## config.mk

```make
export PLATFORM = sky130hd
export DESIGN_NAME = aes_stream_adapter_flat
export DESIGN_NICKNAME = d
export VERILOG_FILES = /design/src/rtl/aes_stream_adapter_if.sv /design/src/rtl/aes_stream_adapter.sv /design/src/flat_wrapper.sv
export SDC_FILE = /design/constraint.sdc
export NUM_CORES = 1
export LEC_CHECK = 0
export CELL_PAD_IN_SITES_DETAIL_PLACEMENT = 0
export CELL_PAD_IN_SITES_GLOBAL_PLACEMENT = 2
export CORE_UTILIZATION = 25
export DETAILED_ROUTE_END_ITERATION = 12
export GPL_ROUTABILITY_DRIVEN = 0
export PLACE_DENSITY = 0.78
export SETUP_SLACK_MARGIN = 0.2
export SYNTH_ARGS = -nofsm -noshare
export SYNTH_HDL_FRONTEND = slang
export SYNTH_SLANG_ARGS = --single-unit
```

## constraint.sdc

```tcl
create_clock -name clk -period 2.8 [get_ports clk]
set_clock_uncertainty 0.15 [all_clocks]
set_input_delay 0.42 -clock clk [delete_from_list [all_inputs] [get_ports clk]]
set_output_delay 0.42 -clock clk [all_outputs]
set_load 0.05 [all_outputs]
```

## src/rtl/aes_stream_adapter_if.sv

```systemverilog
// Word streams around the AES adapter: 32-bit words in, 32-bit cipher words out.
// The master drives input words and output acceptance; the slave is the adapter.
interface aes_stream_adapter_if;
    logic        in_valid;
    logic        in_ready;
    logic [31:0] in_data;
    logic        out_valid;
    logic        out_ready;
    logic [31:0] out_data;
    logic        out_last;

    modport master (
        output in_valid, in_data, out_ready,
        input  in_ready, out_valid, out_data, out_last
    );

    modport slave (
        input  in_valid, in_data, out_ready,
        output in_ready, out_valid, out_data, out_last
    );
endinterface

```

## src/rtl/aes_stream_adapter.sv

```systemverilog
// Loads an optional key and a plaintext block into an external AES core, drains the cipher as 4 words.
// Latency: out_valid rises SETTLE_CYCLES cycles after the last plaintext word is accepted.
// Backpressure: in_ready only in the load phases; a drain word is held until out_ready accepts it.
module aes_stream_adapter #(
    parameter int SETTLE_CYCLES = 1
) (
    input  logic                 clk,
    input  logic                 rst,
    aes_stream_adapter_if.slave  strm,
    input  logic                 key_reload,
    output logic [127:0]         plain_text,
    output logic [0:127]         key,
    input  logic [127:0]         cipher,
    output logic                 busy
);
    typedef enum logic [1:0] {LOAD_KEY, LOAD_PT, SETTLE, DRAIN} state_t;

    state_t       state;
    logic [1:0]   word_cnt;
    logic [3:0]   settle_cnt;
    logic [127:0] cipher_q;
    logic         out_valid;
    logic         out_last;
    logic [31:0]  out_data;
    logic         in_acc;
    logic         out_acc;

    assign strm.in_ready  = !rst && (state == LOAD_KEY || state == LOAD_PT);
    assign strm.out_valid = out_valid;
    assign strm.out_data  = out_data;
    assign strm.out_last  = out_last;

    assign in_acc  = strm.in_valid && strm.in_ready;
    assign out_acc = out_valid && strm.out_ready;

    always_ff @(posedge clk) begin
        if (rst) begin
            state      <= LOAD_KEY;
            word_cnt   <= 2'd0;
            settle_cnt <= 4'd0;
            plain_text <= '0;
            key        <= '0;
            cipher_q   <= '0;
            out_data   <= '0;
            out_valid  <= 1'b0;
            out_last   <= 1'b0;
            busy       <= 1'b0;
        end else begin
            case (state)
                LOAD_KEY: begin
                    if (in_acc) begin
                        // Key bus is ascending: first byte of word n lands at key[32n].
                        key[{word_cnt, 5'd0} +: 32] <= strm.in_data;
                        word_cnt <= word_cnt + 2'd1;
                        if (word_cnt == 2'd3) state <= LOAD_PT;
                    end
                end
                LOAD_PT: begin
                    if (in_acc) begin
                        plain_text[7'd127 - {word_cnt, 5'd0} -: 32] <= strm.in_data;
                        word_cnt <= word_cnt + 2'd1;
                        if (word_cnt == 2'd3) begin
                            state      <= SETTLE;
                            settle_cnt <= 4'(SETTLE_CYCLES);
                            busy       <= 1'b1;
                        end
                    end
                end
                SETTLE: begin
                    if (settle_cnt == 4'd1) begin
                        cipher_q  <= cipher;
                        out_data  <= cipher[127:96];
                        out_valid <= 1'b1;
                        out_last  <= 1'b0;
                        state     <= DRAIN;
                    end
                    settle_cnt <= settle_cnt - 4'd1;
                end
                DRAIN: begin
                    if (out_acc) begin
                        // cipher_q shifts so the next word is always at [95:64].
                        cipher_q <= {cipher_q[95:0], 32'h0};
                        out_data <= cipher_q[95:64];
                        out_last <= (word_cnt == 2'd2);
                        word_cnt <= word_cnt + 2'd1;
                        if (word_cnt == 2'd3) begin
                            out_valid <= 1'b0;
                            out_last  <= 1'b0;
                            busy      <= 1'b0;
                            state     <= key_reload ? LOAD_KEY : LOAD_PT;
                        end
                    end
                end
                default: state <= LOAD_KEY;
            endcase
        end
    end
endmodule

```

## src/flat_wrapper.sv

```systemverilog
// flat-port wrapper written by rule: the top's interface ports become plain ports
module aes_stream_adapter_flat 
#(
    parameter int SETTLE_CYCLES = 1
)
  (clk, rst, key_reload, plain_text, key, cipher, busy, strm_in_valid, strm_in_data, strm_out_ready, strm_in_ready, strm_out_valid, strm_out_data, strm_out_last);
  aes_stream_adapter_if strm_i ();
  input  logic clk;
  input  logic rst;
  input  logic key_reload;
  output logic [127:0] plain_text;
  output logic [0:127] key;
  input  logic [127:0] cipher;
  output logic busy;
  input wire logic [$bits(strm_i.in_valid)-1:0] strm_in_valid;
  input wire logic [$bits(strm_i.in_data)-1:0] strm_in_data;
  input wire logic [$bits(strm_i.out_ready)-1:0] strm_out_ready;
  output wire logic [$bits(strm_i.in_ready)-1:0] strm_in_ready;
  output wire logic [$bits(strm_i.out_valid)-1:0] strm_out_valid;
  output wire logic [$bits(strm_i.out_data)-1:0] strm_out_data;
  output wire logic [$bits(strm_i.out_last)-1:0] strm_out_last;
  assign strm_i.in_valid = strm_in_valid;
  assign strm_i.in_data = strm_in_data;
  assign strm_i.out_ready = strm_out_ready;
  assign strm_in_ready = strm_i.in_ready;
  assign strm_out_valid = strm_i.out_valid;
  assign strm_out_data = strm_i.out_data;
  assign strm_out_last = strm_i.out_last;
  aes_stream_adapter #(.SETTLE_CYCLES(SETTLE_CYCLES)) u_core (.clk(clk), .rst(rst), .strm(strm_i), .key_reload(key_reload), .plain_text(plain_text), .key(key), .cipher(cipher), .busy(busy));
endmodule
```

==> impl_metrics.py, run 1 <==
metrics = {
    "synthesis": {
        "synthAdderAreaFrac": 0.00826,
        "synth_cell_types": 35,
        "yosys_warnings": 0,
        "ys.flop_type": "dfxtp_1",
        "synth_top_family_by_area": "simple AND/OR/NAND/NOR gates",
        "syn-instance-count": 1770,
        "yosys.area_share.xor_xnor": 0,
        "synth_seq_cells": 395,
        "async_flop_share": 0,
        "synth_compound_area_frac": 0.161,
        "syn_avg_cell_area_um2": 8.55,
        "seq_area_frac_synth": 0.522,
        "synth_nets": 1945,
        "synth.area.mux_share": 0.0654,
        "synth-edff-count": 0,
        "synth_area_um2": 15100,
        "synth-simple-area-share": 0.191,
    },
    "sta": {
        "slew_headroom": 0.440,
        "drv_slew": 0,
        "rsz0062_at_grt": "yes",
        "setup_viol": 0,
        "fin_crit_ns": 2.53,
        "fin_crit_sh": 0.904,
        "max_freq_mhz": 395,
        "worstMarginPinSlew_ns": 0.839,
        "fin_tns_setup_ns": 0,
        "hold_viol": 0,
    },
    "placed_design": {
        "dp_hpwl_mm": 40.9,
        "portBuffers": 456,
        "place_area_um2": 20500,
    },
    "pwr": {
        "leakagePower_nw": 6.91,
        "power_w": 0.0133,
        "ir_drop_v": 0.000402,
        "switching_share": 0.266,
        "clock_power_share": 0.455,
        "p_comb_frac": 0.112,
        "p_sw_w": 0.00354,
        "seqPwrFrac": 0.433,
        "powerDensity_nw_per_um2": 604,
        "p_int_w": 0.00978,
    },
    "floorplanning": {
        "die_area_um2": 61600,
        "die_y_um": 248,
        "start_util": 0.255,
        "coreArea_um2": 59500,
        "die_x_um": 248,
        "rows": 89,
        "ios": 457,
    },
    "final_layout": {
        "fin_area_um2": 22100,
        "syn_to_final_growth_pct": 45.7,
        "final_common_cell": "clkdlybuf4s50_1",
        "nNetsFinal": 2306,
        "n_fill_cell": 6071,
        "regArea_um2": 7920,
        "multi_input_area_um2": 6570,
        "layout-drive-gt1-share": 0.0619,
        "final_cell_mix": "clkdlybuf4s50_1, dfxtp_1, nand2_1",
    },
    "critical_path": {
        "path_buf_inv": 2,
        "arrival_ns": 1.96,
        "path_max_fanout": 6,
        "r2r_slack_ns": 0.45,
        "startpoint_type": "flip-flop",
        "slowest_delay_ns": 0.38,
        "required_ns": 2.23,
        "crit_type": "reg -> out",
        "end_kind": "output port",
        "crit_chain": "inv_1 -> ha_2 -> or2_2 -> and2_1 -> buf_4",
        "slowest_stage": "dfxtp_4",
        "cp_top_family": "simple AND/OR/NAND/NOR gates",
    },
    "routing": {
        "postRouteAntennaNets": 0,
        "drt-wirelength-per-cell_um": 20.3,
        "dr.first_iter.drc_count": 864,
        "routed_wl_mm": 59.6,
        "drc": 0,
        "viasPerCell": 4.83,
        "firstDrtPassIters": 5,
        "vias": 14200,
    },
    "clocking": {
        "post_cts_buffers": 0,
        "cts_buffers": 47,
        "cts_tree": "built",
        "cts-root-buf": "clkbuf_16",
        "cts.sink_count": 395,
        "path_clk_slew_ns": 0.06,
        "insertion_delay_ns": 0.58,
        "htree_levels": 2,
        "cts_buffer_depth": 3,
    },
    "grt": {
        "gr-total-overflow": 0,
        "grt_max_degree": 151,
        "grtUsageTotal": 0.186,
        "antenna_found_initial": 3,
        "grt_pass1_wl_mm": 87.0,
        "grt_pass1_vias": 13600,
    },
    "flow_run": {
        "cap_violations": 0,
    },
    "outcome": {
        "status": "complete, no violations",
    },
    "worst_hold_path": {
        "hp-class": "in -> reg",
    },
}
-- flip-flops by register name, summed over array words and instances (netlist names), 2 cells and up --
| name | flops |
|---|---|
| u_core.cipher_q | 96 |
| u_core.key | 128 |
| u_core.state | 2 |
| u_core.plain_text | 128 |
| u_core.strm.out_data | 32 |
| u_core.word_cnt | 2 |
| u_core.settle_cnt | 4 |
-- cells in the mapped netlist (5+ instances only) --
master	count	area share
ha_1	10	0.0083
dfxtp_1	395	0.52
a211oi_1	96	0.048
mux2i_1	99	0.065
nor2_1	112	0.028
inv_1	10	0.0025
buf_1	6	0.0015
a21oi_1	262	0.087
nand3_1	266	0.088
buf_2	42	0.014
nand2_1	263	0.065
clkbuf_1	139	0.034
a22o_1	32	0.019
o21ai_0	5	0.0017
-- power groups by stage --
stage	registers (W)	logic [W]	clock network, W
2_1_floorplan	0.00608	0.000586	0
3_3_place_gp	0.00588	0.00148	0
3_5_place_dp	0.00588	0.00150	0
4_1_cts	0.00576	0.00151	0.00623
5_1_grt	0.00577	0.00160	0.00644
6_report	0.00576	0.00150	0.00605
-- cells by family (layout without fill, tap and decap cells) --
kind of cell | after synthesis | after routing
compound gates | 406 | 406
other cells | 0 | 2
mux | 99 | 99
buf+inv | 197 | 592
flops | 395 | 395
simple gates | 663 | 663
fa+ha+maj | 10 | 10
-- layout make-up --
| type | instances | share of cell area |
|---|---|---|
| flip-flops and latches | 395 | 0.359 |
| multi-input cells | 1178 | 0.298 |
| repair buffers | 499 | 0.229 |
| clock buffers | 71 | 0.0616 |
| well taps | 773 | 0.0439 |
| clock inverters | 12 | 0.00709 |
| inverters | 10 | 0.00170 |
| diodes | 2 | 0.000227 |
-- routing by layer --
| metal | share of wire | global-route usage | vias up |
|---|---|---|---|
| met5 | 0.00029 | 0 | - |
| met4 | 0.036 | 0.0728 | 2 |
| met3 | 0.059 | 0.0384 | 100 |
| met2 | 0.48 | 0.309 | 448 |
| met1 | 0.43 | 0.235 | 6760 |
| li1 | - | - | 6885 |
-- final timing paths --
path	from	to	cells after the start
worst max-delay path	u_core.state[0]$_SDFFE_PP0P_	strm_in_ready	5
worst min-delay path	cipher[30]	u_core.cipher_q[30]$_SDFFE_PP0P_	2
worst max register to register	u_core.state[0]$_SDFFE_PP0P_	u_core.strm.out_data[27]$_SDFFE_PP0P_	7
worst min register to register	u_core.key[114]$_SDFFE_PP0P_	u_core.key[114]$_SDFFE_PP0P_	2
-- per-stage QoR --
step / util / worst slack [ns] / std cells / hold slack (ns)
4_1_cts: 0.371 / 0.214 / 2938 / 0.234
6_report: 0.371 / 0.269 / 2940 / 0.279
2_1_floorplan: - / 0.789 / 1770 / 0.299
3_5_place_dp: 0.345 / 0.305 / 2854 / 0.296
3_3_place_gp: 0.345 / 0.341 / 2854 / 0.292
5_1_grt: 0.371 / 0.184 / 2940 / 0.261
-- repair_timing --
action                                  CTS  global route
endpoints found under the hold margin    10             0
endpoints found under the setup margin    1             1
hold buffers                              1             0
gates resized for setup                   6             0
Note: power is estimated with default switching activity, not from simulation.
==> run 2: changes to the inputs <==
- CAP_MARGIN: not set -> 25
- clock period: 2.8 -> 2.9 ns (I/O delays scaled with it)
==> impl_metrics.py, run 2 (synthesized netlist as in run 1, its figures left out) <==
metrics = {
    "outcome": {
        "status": "complete, no violations",
    },
    "placed_design": {
        "pre_cts_slack_ns": 0.471,
        "dpl.cell_count": 2850,
        "portBuffers": 456,
        "dp_hpwl_mm": 39.8,
        "place_area_um2": 20500,
    },
    "grt": {
        "grt_pass1_vias": 13300,
        "grtUsageTotal": 0.184,
        "gr-total-overflow": 0,
        "grt_pass1_wl_mm": 85.9,
        "antenna_found_initial": 1,
        "grt_max_degree": 222,
    },
    "critical_path": {
        "cp.depth": 5,
        "cp_top_family": "simple AND/OR/NAND/NOR gates",
        "r2r_start": "u_core.state[0]$_SDFFE_PP0P_",
        "crit_chain": "inv_1 -> ha_2 -> or2_2 -> and2_1 -> buf_4",
        "slowest_delay_ns": 0.39,
        "r2r_cells": 7,
        "r2r_slack_ns": 0.67,
        "end_kind": "output port",
        "path_max_fanout": 6,
        "required_ns": 2.32,
        "path_buf_inv": 2,
        "startpoint_type": "flip-flop",
        "reg2reg_to": "u_core.strm.out_data[15]$_SDFFE_PP0P_",
        "arrival_ns": 1.99,
        "slowest_stage": "dfxtp_4",
        "crit_type": "reg -> out",
    },
    "sta": {
        "worstMarginPinSlew_ns": 1.14,
        "drv_slew": 0,
        "fin_crit_sh": 0.887,
        "fin_tns_setup_ns": 0,
        "finalWorstSetupSlack_ns": 0.327,
        "hold_viol": 0,
        "rsz0062_at_grt": "no",
        "slew_headroom": 0.239,
        "fin_crit_ns": 2.57,
        "setup_viol": 0,
        "max_freq_mhz": 389,
    },
    "floorplanning": {
        "ios": 457,
        "die_y_um": 248,
        "coreArea_um2": 59500,
        "start_util": 0.255,
        "rows": 89,
        "die_area_um2": 61600,
        "die_x_um": 248,
    },
    "clocking": {
        "post_cts_buffers": 0,
        "htree_levels": 2,
        "cts-root-buf": "clkbuf_16",
        "cts.sink_count": 395,
        "cts_tree": "built",
        "post_cts_resized": 3,
        "insertion_delay_ns": 0.58,
        "cts_buffers": 47,
        "path_clk_slew_ns": 0.06,
        "ctsHoldBuffers": 0,
        "cts_buffer_depth": 3,
    },
    "worst_hold_path": {
        "min_to": "u_core.settle_cnt[1]$_SDFFE_PP0P_",
        "hp-class": "in -> reg",
        "hold_depth": 2,
        "hold_start": "rst",
    },
    "final_layout": {
        "syn_to_final_growth_pct": 45.7,
        "stdcell_count": 2937,
        "fin_area_um2": 22100,
        "top_regs": "u_core.key: 128 flops, u_core.plain_text: 128 flops, u_core.cipher_q: 96 flops",
        "final_cell_mix": "clkdlybuf4s50_1, dfxtp_1, nand2_1",
        "layout-drive-gt1-share": 0.0629,
        "final_common_cell": "clkdlybuf4s50_1",
        "nNetsFinal": 2301,
    },
    "routing": {
        "firstDrtPassIters": 5,
        "routed_wl_mm": 58.8,
        "dr.first_iter.drc_count": 887,
        "viasPerCell": 4.74,
        "postRouteAntennaNets": 0,
        "drt-wirelength-per-cell_um": 20.0,
        "drc": 0,
        "vias": 13900,
    },
    "pwr": {
        "clock_power_share": 0.458,
        "p_comb_frac": 0.110,
        "powerDensity_nw_per_um2": 584,
        "ir_drop_v": 0.000382,
        "power_w": 0.0129,
        "leakagePower_nw": 6.92,
        "p_int_w": 0.00954,
        "p_sw_w": 0.00334,
        "switching_share": 0.259,
        "seqPwrFrac": 0.432,
    },
    "flow_run": {
        "cap_violations": 0,
    },
}
## run 2: per-layer routing
layer | routed length, µm | track usage | up-vias
li1 | - | - | 6887
met1 | 25600 | 0.238 | 6536
met2 | 28300 | 0.303 | 394
met3 | 3060 | 0.0342 | 102
met4 | 1880 | 0.0703 | 0
met5 | 0 | 0 | -
## run 2: area by class of cell
| class | count | area [µm²] |
|---|---|---|
| flip-flops and latches | 395 | 7920 |
| repair buffers | 494 | 5010 |
| inverters | 10 | 37.5 |
| well taps | 773 | 967 |
| diodes | 1 | 2.50 |
| clock inverters | 9 | 85.1 |
| fillers | 6058 | 37400 |
| multi-input cells | 1178 | 6570 |
| clock buffers | 77 | 1470 |
## run 2: how the worst max path moves through the flow
stage	slack [ns]	endpoint	start
final	0.33	strm_in_ready	u_core.state[0]$_SDFFE_PP0P_
after global routing	0.23	strm_in_ready	u_core.state[0]$_SDFFE_PP0P_
after CTS	0.20	strm_in_ready	u_core.state[1]$_SDFFE_PP0P_
after detailed placement	0.47	u_core.key[79]$_SDFFE_PP0P_	strm_in_valid
after global placement	0.52	u_core.key[82]$_SDFFE_PP0P_	strm_in_valid
after floorplan	0.89	u_core.state[0]$_SDFFE_PP0P_	u_core.state[0]$_SDFFE_PP0P_
## run 2: per-stage QoR
stage	utilization	hold WS, ns
after floorplan	-	0.299
after global placement	0.345	0.291
after detailed placement	0.345	0.296
after CTS	0.371	0.0401
after global routing	0.371	0.0688
final	0.371	0.0815
## run 2: power groups by stage
stage	logic (W)	clock network (W)	registers, W
after CTS	0.00143	0.00607	0.00556
after detailed placement	0.00142	0	0.00568
final	0.00141	0.00590	0.00557
after global routing	0.00151	0.00628	0.00557
after global placement	0.00141	0	0.00568
after floorplan	0.000566	0	0.00587
